File: src/rtl/pc_fetch_unit_pkg.sv
// Shared definitions for the instruction-fetch stage: NOP encoding, reset PC
// and the next-PC select encoding used between the fetch top and pc_next_mux.
package pc_fetch_unit_pkg;

  localparam logic [31:0] MIPS_NOP      = 32'h0000_0000;
  localparam logic [31:0] MIPS_RESET_PC = 32'h0000_0000;

  typedef enum logic [1:0] {
    NPC_SEQ = 2'd0,
    NPC_BR  = 2'd1,
    NPC_J   = 2'd2,
    NPC_JR  = 2'd3
  } npc_sel_e;

endpackage

File: src/rtl/pc_next_mux.sv
// Combinational next-PC selection: branch/jump/jump-register targets and their
// priority, honoured only when the instruction sitting in IF/ID is valid.
module pc_next_mux
  import pc_fetch_unit_pkg::*;
(
  input  logic               [31:0] seq_pc,
  input  logic               [31:0] ifid_pc_plus4,
  input  logic                      ifid_valid,
  input  logic                      branch_taken,
  input  logic signed        [31:0] branch_imm,
  input  logic                      jump,
  input  logic               [25:0] jump_index,
  input  logic                      jump_reg,
  input  logic               [31:0] jr_addr,
  output npc_sel_e                  npc_sel,
  output logic               [31:0] next_pc,
  output logic                      jr_misaligned
);

  logic signed [31:0] br_off;
  logic        [31:0] br_target;
  logic        [31:0] j_target;
  logic        [31:0] jr_target;

  // Word offset scaled to bytes; the add wraps modulo 2^32.
  assign br_off    = branch_imm <<< 2;
  assign br_target = ifid_pc_plus4 + $unsigned(br_off);
  assign j_target  = {ifid_pc_plus4[31:28], jump_index, 2'b00};
  assign jr_target = {jr_addr[31:2], 2'b00};

  always_comb begin
    npc_sel = NPC_SEQ;
    if (ifid_valid) begin
      if (jump_reg)          npc_sel = NPC_JR;
      else if (jump)         npc_sel = NPC_J;
      else if (branch_taken) npc_sel = NPC_BR;
    end
  end

  always_comb begin
    next_pc = seq_pc;
    case (npc_sel)
      NPC_BR:  next_pc = br_target;
      NPC_J:   next_pc = j_target;
      NPC_JR:  next_pc = jr_target;
      default: next_pc = seq_pc;
    endcase
  end

  assign jr_misaligned = (npc_sel == NPC_JR) && (jr_addr[1:0] != 2'b00);

endmodule

File: src/rtl/pc_fetch_unit.sv
// Instruction-fetch stage: owns the PC, drives the IMEM byte address and
// captures the returned word into the IF/ID register with PC+4 and valid.
module pc_fetch_unit
  import pc_fetch_unit_pkg::*;
#(
  parameter logic [31:0] RESET_PC   = MIPS_RESET_PC,
  parameter int unsigned IMEM_WORDS = 128
) (
  input  logic               clk,
  input  logic               reset,
  input  logic               stall,
  input  logic               flush,
  input  logic               branch_taken,
  input  logic signed [31:0] branch_imm,
  input  logic               jump,
  input  logic        [25:0] jump_index,
  input  logic               jump_reg,
  input  logic        [31:0] jr_addr,
  output logic        [31:0] read_addr,
  input  logic        [31:0] instruct,
  output logic        [31:0] ifid_instr,
  output logic        [31:0] ifid_pc_plus4,
  output logic               ifid_valid,
  output logic               fetch_fault
);

  localparam logic [31:0] RESET_PC_ALIGNED = {RESET_PC[31:2], 2'b00};
  localparam logic [31:0] IMEM_WORDS_W     = 32'(IMEM_WORDS);

  logic [31:0] pc_p0;
  logic [31:0] instr_p1;
  logic [31:0] pc_plus4_p1;
  logic        vld_p1;
  logic        fault_q;

  logic [31:0] pc_plus4;
  logic [31:0] word_idx;
  logic        in_range;
  npc_sel_e    npc_sel;
  logic [31:0] next_pc;
  logic        jr_misaligned;
  logic        redirect;

  assign pc_plus4 = pc_p0 + 32'd4;
  assign word_idx = {2'b00, pc_p0[31:2]};
  assign in_range = word_idx < IMEM_WORDS_W;
  assign redirect = (npc_sel != NPC_SEQ);

  pc_next_mux u_pc_next_mux (
    .seq_pc        (pc_plus4),
    .ifid_pc_plus4 (pc_plus4_p1),
    .ifid_valid    (vld_p1),
    .branch_taken  (branch_taken),
    .branch_imm    (branch_imm),
    .jump          (jump),
    .jump_index    (jump_index),
    .jump_reg      (jump_reg),
    .jr_addr       (jr_addr),
    .npc_sel       (npc_sel),
    .next_pc       (next_pc),
    .jr_misaligned (jr_misaligned)
  );

  // p0 -> p1: PC advance and IF/ID capture; stall freezes both, reset beats all.
  always_ff @(posedge clk) begin
    if (reset) begin
      pc_p0       <= RESET_PC_ALIGNED;
      instr_p1    <= MIPS_NOP;
      pc_plus4_p1 <= '0;
      vld_p1      <= 1'b0;
      fault_q     <= 1'b0;
    end else begin
      if (!in_range || (!stall && jr_misaligned)) fault_q <= 1'b1;
      if (!stall) begin
        pc_p0 <= next_pc;
        if (redirect || flush || !in_range) begin
          instr_p1 <= MIPS_NOP;
          vld_p1   <= 1'b0;
        end else begin
          instr_p1    <= instruct;
          pc_plus4_p1 <= pc_plus4;
          vld_p1      <= 1'b1;
        end
      end
    end
  end

  assign read_addr     = pc_p0;
  assign ifid_instr    = instr_p1;
  assign ifid_pc_plus4 = pc_plus4_p1;
  assign ifid_valid    = vld_p1;
  assign fetch_fault   = fault_q;

endmodule
File: config.mk
export PLATFORM = sky130hd
export DESIGN_NAME = pc_fetch_unit
export DESIGN_NICKNAME = d
export VERILOG_FILES = /design/src/rtl/pc_fetch_unit_pkg.sv /design/src/rtl/pc_next_mux.sv /design/src/rtl/pc_fetch_unit.sv
export SDC_FILE = /design/constraint.sdc
export NUM_CORES = 1
export LEC_CHECK = 0
export CAP_MARGIN = 20
export CORE_MARGIN = 2
export CORE_UTILIZATION = 40
export CTS_CLUSTER_SIZE = 20
export DETAILED_ROUTE_END_ITERATION = 10
export GPL_ROUTABILITY_DRIVEN = 0
export PLACE_DENSITY = 0.74
export SYNTH_ARGS = -nofsm -noshare
export SYNTH_HDL_FRONTEND = slang
export SYNTH_SLANG_ARGS = --single-unit
export TNS_END_PERCENT = 50
File: constraint.sdc
create_clock -name clk -period 6 [get_ports clk]
set_input_delay 1.2 -clock clk [delete_from_list [all_inputs] [get_ports clk]]
set_output_delay 1.2 -clock clk [all_outputs]
set_load 0.005 [all_outputs]
# Word-level counts from Yosys, hierarchy flattened
# Index checks and enable logic that the tools add are counted.
# op_classes
add_sub_neg	2
n_lt_le_gt_ge	1
eq_ne	3
muxes	7
bitwise_logic	2
reduce_logical	10
# ops
cell	n
32-bit one-hot mux with 3 select lines	1
32-bit by 3-bit adder with 32-bit output (second input constant)	1
32-bit adder	1
32-bit 2-to-1 mux	1
30-bit by 8-bit less-than comparator with 1-bit output (second input constant)	1
2-bit 2-to-1 mux	3
2-bit == test (second input constant)	2
2-bit nonzero test	2
1-bit logical OR	3
2-bit by 1-bit == test with 1-bit output (second input constant)	1
1-bit logical AND	2
1-bit zero test	2
1-bit 2-to-1 mux	2
1-bit NOT	2
2-bit AND reduction	1
# totals
ff_bits	98
input_bits	129
output_inout_bits	98
word_cells	30

# Depth between registers and ports, before layout
# Gate-level depths: netlist of the first run.
# depth
ltp_word	9
mapped_depth	11

# By module
# From an unflattened synthesis of the first run, not the netlist that was laid out.
# hier_totals
hier_cells	878
area_unflattened_um2	6698.9
# modules_own_cells
mod	instances	cells_per_inst	area_each_um2
pc_fetch_unit	1	449	4013.8
pc_next_mux	1	429	2685.1

# Worst setup path after synthesis of the first run
# Ideal clock, no wire load.
# synth_timing
path_kind	in2reg
start	in branch_imm[0]
end	reg pc_p0[28] (netlist: read_addr[28])
setup_time_ns	0.122
arrival_time_ns	3.180
path_slack_ns	2.698
path_stages	11
path_cell_list	ha_1 > inv_1 > fa_1 > nor2b_1 > o2111a_1 > o21ai_0 > a211oi_1 > o21ai_0 > a21oi_1 > nor4b_2 > a221o_1
# synth_between
elab_chain_len	2
# synth_lines
item	line_no	rtl
start: declaration	pc_fetch_unit.sv:14	input logic signed [31:0] branch_imm,
32-bit adder	pc_next_mux.sv:27	assign br_target = ifid_pc_plus4 + $unsigned(br_off);
32-bit one-hot mux with 3 select lines	pc_next_mux.sv:42	case (npc_sel)
end signal: assignment	pc_fetch_unit.sv:75	pc_p0 <= next_pc;
end: declaration	pc_fetch_unit.sv:30	logic [31:0] pc_p0;
# No other way between the ends.
# A chain may end at the register's enable or synchronous reset.

# Worst setup path after layout of the first run
# Same ends and word-level chain as after synthesis.

==> results of run 1 <==
==> path summary, 6_finish.rpt <==
| kind | startpoint | to | slack, ns | cells past startpoint |
|---|---|---|---|---|
| hold reg to reg | read_addr[0] | read_addr[0] | 0.48 | 2 |
| hold / removal | read_addr[0] | read_addr[0] | 0.48 | 2 |
| setup / recovery | branch_imm[0] | read_addr[28] | 1.98 | 12 |
| setup reg to reg | ifid_pc_plus4[2] | read_addr[28] | 2.90 | 11 |
==> area by class of cell <==
class,instances,area [um2],area share
repair buffers,235,2310,0.268
clock inverters,6,53.8,0.00623
well taps,184,230,0.0266
flip-flops and latches,98,1960,0.227
multi-input cells,590,3790,0.439
inverters,13,48.8,0.00565
clock buffers,10,239,0.0277
==> state kept, by name, summed over array words and instances (netlist names) <==
register       cells
fetch_fault        1
read_addr         32
ifid_valid         1
ifid_pc_plus4     32
ifid_instr        32
==> synthesized netlist by cell type, types with 4 or more instances <==
library cell	count	share of area
sky130_fd_sc_hd__dfxtp_1	98	0.33
sky130_fd_sc_hd__a21oi_1	88	0.074
sky130_fd_sc_hd__nor2_1	81	0.051
sky130_fd_sc_hd__nand2_1	46	0.029
sky130_fd_sc_hd__o21ai_0	44	0.037
sky130_fd_sc_hd__a22oi_1	35	0.044
sky130_fd_sc_hd__clkbuf_1	32	0.020
sky130_fd_sc_hd__ha_1	30	0.063
sky130_fd_sc_hd__and2_1	24	0.025
sky130_fd_sc_hd__xnor2_1	23	0.034
sky130_fd_sc_hd__nand3_1	20	0.017
sky130_fd_sc_hd__nor3_1	18	0.015
sky130_fd_sc_hd__a221oi_1	17	0.025
sky130_fd_sc_hd__and3_1	13	0.014
sky130_fd_sc_hd__inv_1	12	0.0075
sky130_fd_sc_hd__a31oi_1	11	0.011
sky130_fd_sc_hd__nor4_1	10	0.010
sky130_fd_sc_hd__a211oi_1	9	0.011
sky130_fd_sc_hd__a21o_1	9	0.011
sky130_fd_sc_hd__a221o_1	9	0.015
sky130_fd_sc_hd__nand4_1	9	0.0094
sky130_fd_sc_hd__xor2_1	9	0.013
sky130_fd_sc_hd__buf_2	7	0.0058
sky130_fd_sc_hd__or3_1	6	0.0063
sky130_fd_sc_hd__a222oi_1	4	0.0067
sky130_fd_sc_hd__buf_1	4	0.0025
sky130_fd_sc_hd__buf_4	4	0.0050
sky130_fd_sc_hd__mux2i_1	4	0.0067
sky130_fd_sc_hd__o21bai_1	4	0.0050
sky130_fd_sc_hd__o22ai_1	4	0.0042
sky130_fd_sc_hd__or2_2	4	0.0042
==> routing by layer <==
layer | track usage | vias to the layer above | routed length, um
met4 | 0.0666 | 0 | 476
li1 | - | 3210 | -
met2 | 0.392 | 319 | 9240
met3 | 0.0595 | 34 | 1930
met1 | 0.336 | 2979 | 8820
met5 | 0 | - | 0
==> through the flow <==
step / cell area, um2 / util / power [mW]
5_1_grt: 8640 / 0.592 / 1.77
6_report: 8640 / 0.592 / 1.69
3_3_place_gp: 8350 / 0.572 / 1.12
3_5_place_dp: 8350 / 0.572 / 1.12
4_1_cts: 8640 / 0.592 / 1.70
2_1_floorplan: 5990 / - / 0.911
==> worst max-delay path: cells and delay by family <==
family / cells / cell delay (ns)
AND/OR/NAND/NOR: 2 / 0.26
buffers and inverters: 2 / 0.53
AO/OA/AOI/OAI: 6 / 1.65
adder cells (fa/ha/maj): 2 / 0.62
==> power groups by stage <==
stage,Clock [mW],Combinational [mW],Sequential [mW]
6_report,0.578,0.399,0.712
5_1_grt,0.620,0.434,0.716
4_1_cts,0.590,0.398,0.711
3_5_place_dp,0,0.396,0.726
3_3_place_gp,0,0.394,0.725
2_1_floorplan,0,0.190,0.721
==> cells by family after synthesis <==
kind of cell | count (synthesis)
fa+ha+maj | 31
compound gates | 269
flops | 98
mux | 4
buf+inv | 61
xor+xnor | 32
simple gates | 254
==> results.env, run 1 <==
OUTCOME='completed'
CLKLATENCYLATEPIN_NS=0.35
VDD_DROP_MAX_mV=0.142
MAXIMUM_CELL_STAGE_DELAY_ALONG_THE_CRITICAL_PATH_NS=0.51
SYNTH.AVG_CELL_AREA_UM2=8.00
PLACEABLECOREAREA_UM2=14600
DIE_HEIGHT_UM=126
POWER.NET_SWITCHING_mW=0.496
WORSTSETUPSTARTPOINTTYPE='input port'
CLK_TRANSITION_REPORTED_PATHS_NS=0.07
DETAILEDROUTE.FIRSTITERATIONVIOLATIONS=439
LAYOUT_COMMONEST_CELL='sky130_fd_sc_hd__clkdlybuf4s50_1'
GRT_REMAINING_OVERFLOW=0
CLKSINKCOUNT=98
WORST_EP_ARRIVAL_TIME_NS=4.26
INITIAL_UTILIZATION=0.411
PWR_DENSITY_CELL_nW_PER_UM2=195
DRT_PASS1_ITERATIONS=5
INSERTEDDIODECOUNT=0
SYNTH_COMPOUND_GATE_AREA_SHARE=0.294
CTSHOLDBUFFERS=0
MAPPEDNETLISTNETS=909
HORIZONTAL_EXTENT_OF_THE_DIE_UM=126
SYNTH-ADDER-AREA-SHARE=0.0660
ANTENNA_FOUND_INITIAL=0
VIA_PER_INST=5.76
GRT_FIRST_PASS_WIRELENGTH_MM=31.8
CP_MAX_FO=3
SYNTH-EDFF-COUNT=0
WORSTPATHCELLLIST='clkdlybuf4s50_1, ha_1, inv_1, fa_1, nor2b_1, o2111a_1, o21ai_0, a211oi_1, o21ai_0, a21oi_1, nor4b_2, a221o_1'
DIE_AREA_UM2=16000
SYNTH_SEQ_AREA_SHARE=0.327
FIRST_GLOBAL_VIAS=6091
SLEW_VIOL_FINAL=0
LAYOUTNONFILLERINSTCOUNT=1136
CRITPATHKIND='input port to flop'
POST_ROUTE_CELLS_DRIVE_ABOVE_1_SHARE=0.0504
POST_SYNTH_XOR_AREA_FRACTION=0.0468
FINALSETUPTNS_NS=0
WL_PER_CELL_UM=18.0
SYNTH-WARNING-COUNT=0
FIN_WORST_SKEW_NS=0.00903
SLOWEST_STAGE='sky130_fd_sc_hd__a211oi_1'
FINAL_MIN_PERIOD_OVER_CLOCK_PERIOD=0.670
GRT_MAX_DEGREE=72
NUM_VIAS=6542
SYNTHESIS.AREA_UM2=5990
CELLINTERNALPOWER_mW=1.19
LAYOUT_COMMON_CELLS='222 x sky130_fd_sc_hd__clkdlybuf4s50_1, 98 x sky130_fd_sc_hd__dfxtp_1, 88 x sky130_fd_sc_hd__a21oi_1'
ROOT_BUFFER='sky130_fd_sc_hd__clkbuf_16'
SYNTH_TOP_FAMILY_BY_AREA='compound AO/OA/AOI/OAI gates'
NUM-NETS-FINAL=1107
POWER.SHARE.COMBINATIONAL=0.236
ROUTE.FINAL.WIRE_LENGTH_MM=20.5
STD_CELL_ROWS=44
CLOCK.FMAX_MHz=249
SYNTH.DISTINCT_CELLS=70
TIMING.HOLD.WS_NS=0.480
WORST-ENDPOINT-REQUIRED_NS=6.24
POSTSYNTHCELLCOUNT=749
CLK_PATH_BUF_DEPTH=2
HOLD_CLASS='flop to flop'
SYNTHMUXAREASHARE=0.00668
SEQUENTIALPOWERSHARE=0.421
CTSHTREEMAXLEVEL=3
GRT_SETUP_UNREPAIRED='false'
ASYNC_FLOP_SHARE=0
PLACED_CELLS=1120
WORSTMARGINPINSLEW_NS=0.956
FILL_CELLS=1371
DETAILEDPLACE.WORSTSLACK_NS=1.68
YS_SEQ_ELEMENTS=98
PLACE_HPWL_MM=15.0
SYNTH_FF_TYPE='sky130_fd_sc_hd__dfxtp_1'
POST_CTS.RESIZED_INSTANCES=0
SYNTHSIMPLEGATEAREAFRAC=0.215
TIMING.FINAL.SETUP_VIOLATIONS=0
DRCVIOLATIONCOUNT=0
WORST_REL_SLEW_SLACK=0.360
FINAL.MIN_CLOCK_PERIOD_NS=4.02
PWR-SHARE-CLK=0.342
TRITONCTS_CLOCK_TREE='yes'
ALL_LAYER_GR_USAGE=0.247
POSTCTSSETUPREPAIRBUFS=0
TIMING.FINAL.WS_SETUP_NS=1.98
CAP_VIOL_MAX_COUNT=0
HOLD_VIOL_FINAL=0
NUMBER_OF_PORTS_PLACED_ON_THE_DIE_BOUNDARY=227
IO_BUFFERS=224
CRITICAL-PATH-TOP-CELL-BY-COUNT='sky130_fd_sc_hd__o21ai_0'
WORST_SETUP_PATH_END_KIND='flop'
POWER_SWITCHING_SHARE=0.294
AREAGROWTHSYNTHTOFINISH_PCT=44.2
POST_DETAILED_ROUTE_COUNT_OF_ANTENNA_VIOLATING_NETS=0
LEAKAGE_nW=3.20
CTS_BUFFERS=9
No activity file was read; power rests on OpenSTA's default activity.
==> inputs of run 2 (changes only) <==
Clock period 6 ns to 3.9 ns, I/O delays scaled along.
==> run 2 against run 1 <==
Critical path type unchanged; total power is 55% higher; via count is 0.93% higher; sequential cell count unchanged; die area stayed put; routed wire length rose by 0.41%; register-to-register slack lost 1.9 ns; setup slack worse by 1.5 ns; count of clock-buffer cells in the layout shrank 1; clock power rose by 57%; sequential share of layout area down 0.19 points; cell count grew 0.62%.
==> results.env, run 2 (synthesis results as in run 1) <==
PLACED_CELLS=1127
CTSHTREEMAXLEVEL=3
CRITICAL-PATH-TOP-CELL-BY-COUNT='sky130_fd_sc_hd__o21ai_0'
AREAGROWTHSYNTHTOFINISH_PCT=45.4
SLEW_VIOL_FINAL=0
HORIZONTAL_EXTENT_OF_THE_DIE_UM=126
GRT_FIRST_PASS_WIRELENGTH_MM=31.9
HOLD_CLASS='flop to flop'
VIA_PER_INST=5.78
CLOCK.FMAX_MHz=295
POST_ROUTE_CELLS_DRIVE_ABOVE_1_SHARE=0.0574
FINAL_MIN_PERIOD_OVER_CLOCK_PERIOD=0.870
PWR_DENSITY_CELL_nW_PER_UM2=301
NUMBER_OF_PORTS_PLACED_ON_THE_DIE_BOUNDARY=227
NUM_VIAS=6603
MAXIMUM_CELL_STAGE_DELAY_ALONG_THE_CRITICAL_PATH_NS=0.46
GRT_SETUP_UNREPAIRED='false'
CRIT-REG2REG-LAUNCH='ifid_pc_plus4[2]'
ROOT_BUFFER='sky130_fd_sc_hd__clkbuf_16'
CRITPATHKIND='input port to flop'
LAYOUT_COMMONEST_CELL='sky130_fd_sc_hd__clkdlybuf4s50_1'
VDD_DROP_MAX_mV=0.247
CLKLATENCYLATEPIN_NS=0.35
POST_DETAILED_ROUTE_COUNT_OF_ANTENNA_VIOLATING_NETS=0
FIN_WORST_SKEW_NS=0.00889
POSTCTSSETUPREPAIRBUFS=0
WORSTSETUPSTARTPOINTTYPE='input port'
TIMING.FINAL.WS_SETUP_NS=0.508
FINAL_STD_CELL_AREA_NO_FILL_UM2=8710
DESIGN_POWER_TOTAL_mW=2.63
CLK_TRANSITION_REPORTED_PATHS_NS=0.08
LAUNCH_POINT_OF_THE_WORST_PATH='branch_imm[0]'
WORSTPATHCELLLIST='clkdlybuf4s50_1, ha_1, inv_1, fa_1, nor2b_1, o2111a_1, o21ai_0, a211oi_1, buf_4, o21ai_0, a21oi_1, nor4b_2, a221o_1'
TRITONCTS_CLOCK_TREE='yes'
DETAILEDROUTE.FIRSTITERATIONVIOLATIONS=504
PLACEABLECOREAREA_UM2=14600
R2R_SETUP_SLACK_NS=0.99
CLK_PATH_BUF_DEPTH=2
POST_CTS.RESIZED_INSTANCES=0
HOLD-PATH-ENDPOINT='read_addr[0]'
LAYOUTNONFILLERINSTCOUNT=1143
CTS_BUFFERS=9
CAP_VIOL_MAX_COUNT=0
LEAKAGE_nW=3.24
DIE_AREA_UM2=16000
ANTENNA_FOUND_INITIAL=0
WORST_SETUP_PATH_END_KIND='flop'
DIE_HEIGHT_UM=126
FINAL_CORE_UTILIZATION=0.597
WL_PER_CELL_UM=18.0
DETAILED_PLACE.AREA_UM2=8410
WORSTMARGINPINSLEW_NS=0.852
ALL_LAYER_GR_USAGE=0.246
DRCVIOLATIONCOUNT=0
OUTCOME='completed'
INSERTEDDIODECOUNT=0
FF2FF_PATH_DEPTH=12
SLOWEST_STAGE='sky130_fd_sc_hd__clkdlybuf4s50_1'
DRT_PASS1_ITERATIONS=5
STD_CELL_ROWS=44
INITIAL_UTILIZATION=0.411
ROUTE.FINAL.WIRE_LENGTH_MM=20.6
GRT_MAX_DEGREE=64
HOLD_VIOL_FINAL=0
IO_BUFFERS=224
CP_MAX_FO=3
WORST_EP_ARRIVAL_TIME_NS=3.64
WORSTHOLDSTART='read_addr[0]'
RR_ENDPOINT='read_addr[28]'
CLKSINKCOUNT=98
PLACE_HPWL_MM=15.2
FINAL.MIN_CLOCK_PERIOD_NS=3.39
CTSHOLDBUFFERS=0
WORST-ENDPOINT-REQUIRED_NS=4.15
GRT_REMAINING_OVERFLOW=0
FINALSETUPTNS_NS=0
TIMING.FINAL.SETUP_VIOLATIONS=0
TIMING.HOLD.WS_NS=0.468
WORST_REL_SLEW_SLACK=0.431
NUM-NETS-FINAL=1114
FILL_CELLS=1308
LAYOUT_COMMON_CELLS='222 x sky130_fd_sc_hd__clkdlybuf4s50_1, 98 x sky130_fd_sc_hd__dfxtp_1, 88 x sky130_fd_sc_hd__a21oi_1'
WHS_PATH_DEPTH=2
FIRST_GLOBAL_VIAS=6058
DETAILEDPLACE.WORSTSLACK_NS=0.168
## run 2: cell count changes in the layout (fill, tap and decap cells not counted), sizes merged
cell	delta
buf	+7
clkbuf	-1
clkinv	+1
clkinvlp	-1
inv	+1
## run 2: how the worst max path moves through the flow
| stage | end | slack [ns] | cells past startpoint |
|---|---|---|---|
| global route | read_addr[28] | 0.35 | 13 |
| CTS | read_addr[28] | 0.54 | 13 |
| detailed placement | read_addr[28] | 0.17 | 13 |
| floorplan | read_addr[28] | 1.02 | 11 |
| finish | read_addr[28] | 0.51 | 13 |
| global placement | read_addr[28] | 0.21 | 13 |
## run 2: final cells by class
type | instances | area (um2) | share of cell area
Multi-Input combinational cell | 590 | 3790 | 0.435
Clock buffer | 9 | 225 | 0.0259
Sequential cell | 98 | 1960 | 0.225
Clock inverter | 7 | 73.8 | 0.00847
Inverter | 13 | 48.8 | 0.00560
Tap cell | 184 | 230 | 0.0264
Timing Repair Buffer | 242 | 2380 | 0.273
## run 2: power breakdown
group / switching, mW / internal (mW) / total, mW
logic: 0.291 / 0.330 / 0.621
clock network: 0.454 / 0.456 / 0.910
registers: 0.0470 / 1.05 / 1.09
total: 0.792 / 1.83 / 2.63
## run 2: critical path: cells and delay by family
kind	cells	cell delay, ns
fa+ha+maj	2	0.63
compound gates	6	1.29
buf+inv	3	0.70
simple gates	2	0.25
## run 2: routing by layer
layer,up-vias,part of all wire,global-route usage
li1,3213,-,-
met1,3045,0.43,0.320
met2,313,0.46,0.403
met3,32,0.090,0.0654
met4,0,0.021,0.0698
met5,-,0,0
==> inputs of run 3 (changes only) <==
Clock period 3.9 ns to 3.16 ns, I/O delays scaled along.
==> run 3 against run 2 <==
Sequential share of layout area is 0.82 points lower; total power is 25% higher; sequential power is 24% higher; sequential cell count stayed put; critical path type unchanged; critical endpoint unchanged; largest power group unchanged.
==> results.env, run 3 (synthesis results as in run 1) <==
WORSTMARGINPINSLEW_NS=0.492
WL_PER_CELL_UM=17.7
PLACED_CELLS=1164
CP_MAX_FO=3
TRITONCTS_CLOCK_TREE='yes'
CTSHOLDBUFFERS=0
DETAILEDROUTE.FIRSTITERATIONVIOLATIONS=508
WORST-PATH-BUF-INV=3
TIMING.CRITICAL_PATH.MAX_DELAY_FAMILY='compound AO/OA/AOI/OAI gates'
DRCVIOLATIONCOUNT=0
POSTCTSSETUPREPAIRBUFS=0
DRT_PASS1_ITERATIONS=7
DETAILED_PLACE.AREA_UM2=8700
IO_BUFFERS=224
LEAKAGE_nW=3.43
MAXIMUM_CELL_STAGE_DELAY_ALONG_THE_CRITICAL_PATH_NS=0.47
LAYOUTNONFILLERINSTCOUNT=1180
LAYOUT_COMMON_CELLS='222 x sky130_fd_sc_hd__clkdlybuf4s50_1, 98 x sky130_fd_sc_hd__dfxtp_1, 87 x sky130_fd_sc_hd__a21oi_1'
GRT_SETUP_UNREPAIRED='false'
NUMBER_OF_PORTS_PLACED_ON_THE_DIE_BOUNDARY=227
ROOT_BUFFER='sky130_fd_sc_hd__clkbuf_16'
OUTCOME='completed'
HORIZONTAL_EXTENT_OF_THE_DIE_UM=126
CLOCK.FMAX_MHz=331
WORSTSETUPSTARTPOINTTYPE='input port'
FINAL.MIN_CLOCK_PERIOD_NS=3.02
CLKLATENCYLATEPIN_NS=0.36
CRITPATHKIND='input port to flop'
WORST_SETUP_PATH_END_KIND='flop'
ALL_LAYER_GR_USAGE=0.255
DIE_HEIGHT_UM=126
SLOWEST_STAGE='sky130_fd_sc_hd__clkdlybuf4s50_1'
TIMING.FINAL.WS_SETUP_NS=0.141
FINAL_STD_CELL_AREA_NO_FILL_UM2=9040
HOLD_VIOL_FINAL=0
WORSTPATHCELLLIST='clkdlybuf4s50_1, ha_2, inv_1, fa_2, nor2b_2, o2111a_1, o21ai_1, a211oi_2, buf_4, o21ai_0, a21oi_2, nor4b_2, a221o_1'
GRT_REMAINING_OVERFLOW=0
POWER.SHARE.COMBINATIONAL=0.246
GRT_FIRST_PASS_WIRELENGTH_MM=33.1
ROUTE.FINAL.WIRE_LENGTH_MM=20.9
VIA_PER_INST=5.79
HOLD_CLASS='flop to flop'
VDD_DROP_MAX_mV=0.311
PLACE_HPWL_MM=15.9
PWR_DENSITY_CELL_nW_PER_UM2=364
POWER_SWITCHING_SHARE=0.303
WORST_EP_ARRIVAL_TIME_NS=3.27
DESIGN_POWER_TOTAL_mW=3.29
SLEW_VIOL_FINAL=0
PLACEABLECOREAREA_UM2=14600
FINAL_MIN_PERIOD_OVER_CLOCK_PERIOD=0.955
CTSHTREEMAXLEVEL=3
INITIAL_UTILIZATION=0.411
SEQUENTIALPOWERSHARE=0.410
NUM-NETS-FINAL=1151
TIMING.FINAL.SETUP_VIOLATIONS=0
CELLINTERNALPOWER_mW=2.29
WORST-ENDPOINT-REQUIRED_NS=3.41
POST_DETAILED_ROUTE_COUNT_OF_ANTENNA_VIOLATING_NETS=0
CAP_VIOL_MAX_COUNT=0
ANTENNA_FOUND_INITIAL=0
CLKSINKCOUNT=98
FIN_WORST_SKEW_NS=0.0108
INSERTEDDIODECOUNT=0
DETAILEDPLACE.WORSTSLACK_NS=-0.343
CLK_TRANSITION_REPORTED_PATHS_NS=0.08
PWR-SHARE-CLK=0.343
FIRST_GLOBAL_VIAS=6491
STD_CELL_ROWS=44
CLK_PATH_BUF_DEPTH=2
AREAGROWTHSYNTHTOFINISH_PCT=50.9
POWER.NET_SWITCHING_mW=0.997
NUM_VIAS=6838
LAYOUT_COMMONEST_CELL='sky130_fd_sc_hd__clkdlybuf4s50_1'
CTS_BUFFERS=9
DIE_AREA_UM2=16000
POST_ROUTE_CELLS_DRIVE_ABOVE_1_SHARE=0.101
WORST_REL_SLEW_SLACK=0.672
GRT_MAX_DEGREE=44
==> run 3: power groups by stage <==
stage	sequential, mW	clock, mW	combinational (mW)
3_5_place_dp	1.38	0	0.797
2_1_floorplan	1.37	0	0.361
4_1_cts	1.35	1.14	0.804
6_report	1.35	1.13	0.811
5_1_grt	1.36	1.19	0.883
3_3_place_gp	1.38	0	0.790
==> run 3: worst paths after layout <==
check                   start            end  slack [ns]  cells after the start
max             branch_imm[0]  read_addr[28]        0.14                     13
min              read_addr[0]   read_addr[0]        0.47                      2
max reg2reg  ifid_pc_plus4[2]  read_addr[28]        0.48                     12
min reg2reg      read_addr[0]   read_addr[0]        0.47                      2
==> run 3: final cells by class <==
type / instances / area, um2
Fill cell: 1291 / 5550
Multi-Input combinational cell: 590 / 3830
Timing Repair Buffer: 279 / 2670
Sequential cell: 98 / 1960
Tap cell: 184 / 230
Clock buffer: 9 / 225
Clock inverter: 7 / 73.8
Inverter: 13 / 48.8
==> run 3: layer usage <==
layer / part of all wire / up-vias / track usage
li1: - / 3298 / -
met1: 0.42 / 3146 / 0.331
met2: 0.46 / 345 / 0.408
met3: 0.086 / 49 / 0.0574
met4: 0.036 / 0 / 0.107
met5: 0 / - / 0
==> run 3: worst register-to-register path, cell delays in order, from the launching register on <==
cell and delay, ns:
sky130_fd_sc_hd__dfxtp_1 0.38, sky130_fd_sc_hd__ha_2 0.23, sky130_fd_sc_hd__inv_1 0.06, sky130_fd_sc_hd__fa_2 0.36
sky130_fd_sc_hd__nor2b_2 0.15, sky130_fd_sc_hd__o2111a_1 0.22, sky130_fd_sc_hd__o21ai_1 0.13, sky130_fd_sc_hd__a211oi_2 0.24
sky130_fd_sc_hd__buf_4 0.16, sky130_fd_sc_hd__o21ai_0 0.09, sky130_fd_sc_hd__a21oi_2 0.21, sky130_fd_sc_hd__nor4b_2 0.07
sky130_fd_sc_hd__a221o_1 0.27
==> run 3: metrics by stage <==
step                      hold WS (ns)   util  setup TNS (ns)
after floorplan                  0.445      -               0
after global placement           0.455  0.597           -1.76
after detailed placement         0.458  0.597           -2.18
after CTS                        0.468  0.617               0
after global routing             0.490  0.620               0
final                            0.468  0.620               0
==> run 3: timing repair <==
action | in CTS | in global routing
pin swaps | 0 | 1
setup endpoints to repair | 1 | 9
resized for setup | 1 | 11
endpoints found under the hold margin | 0 | 0
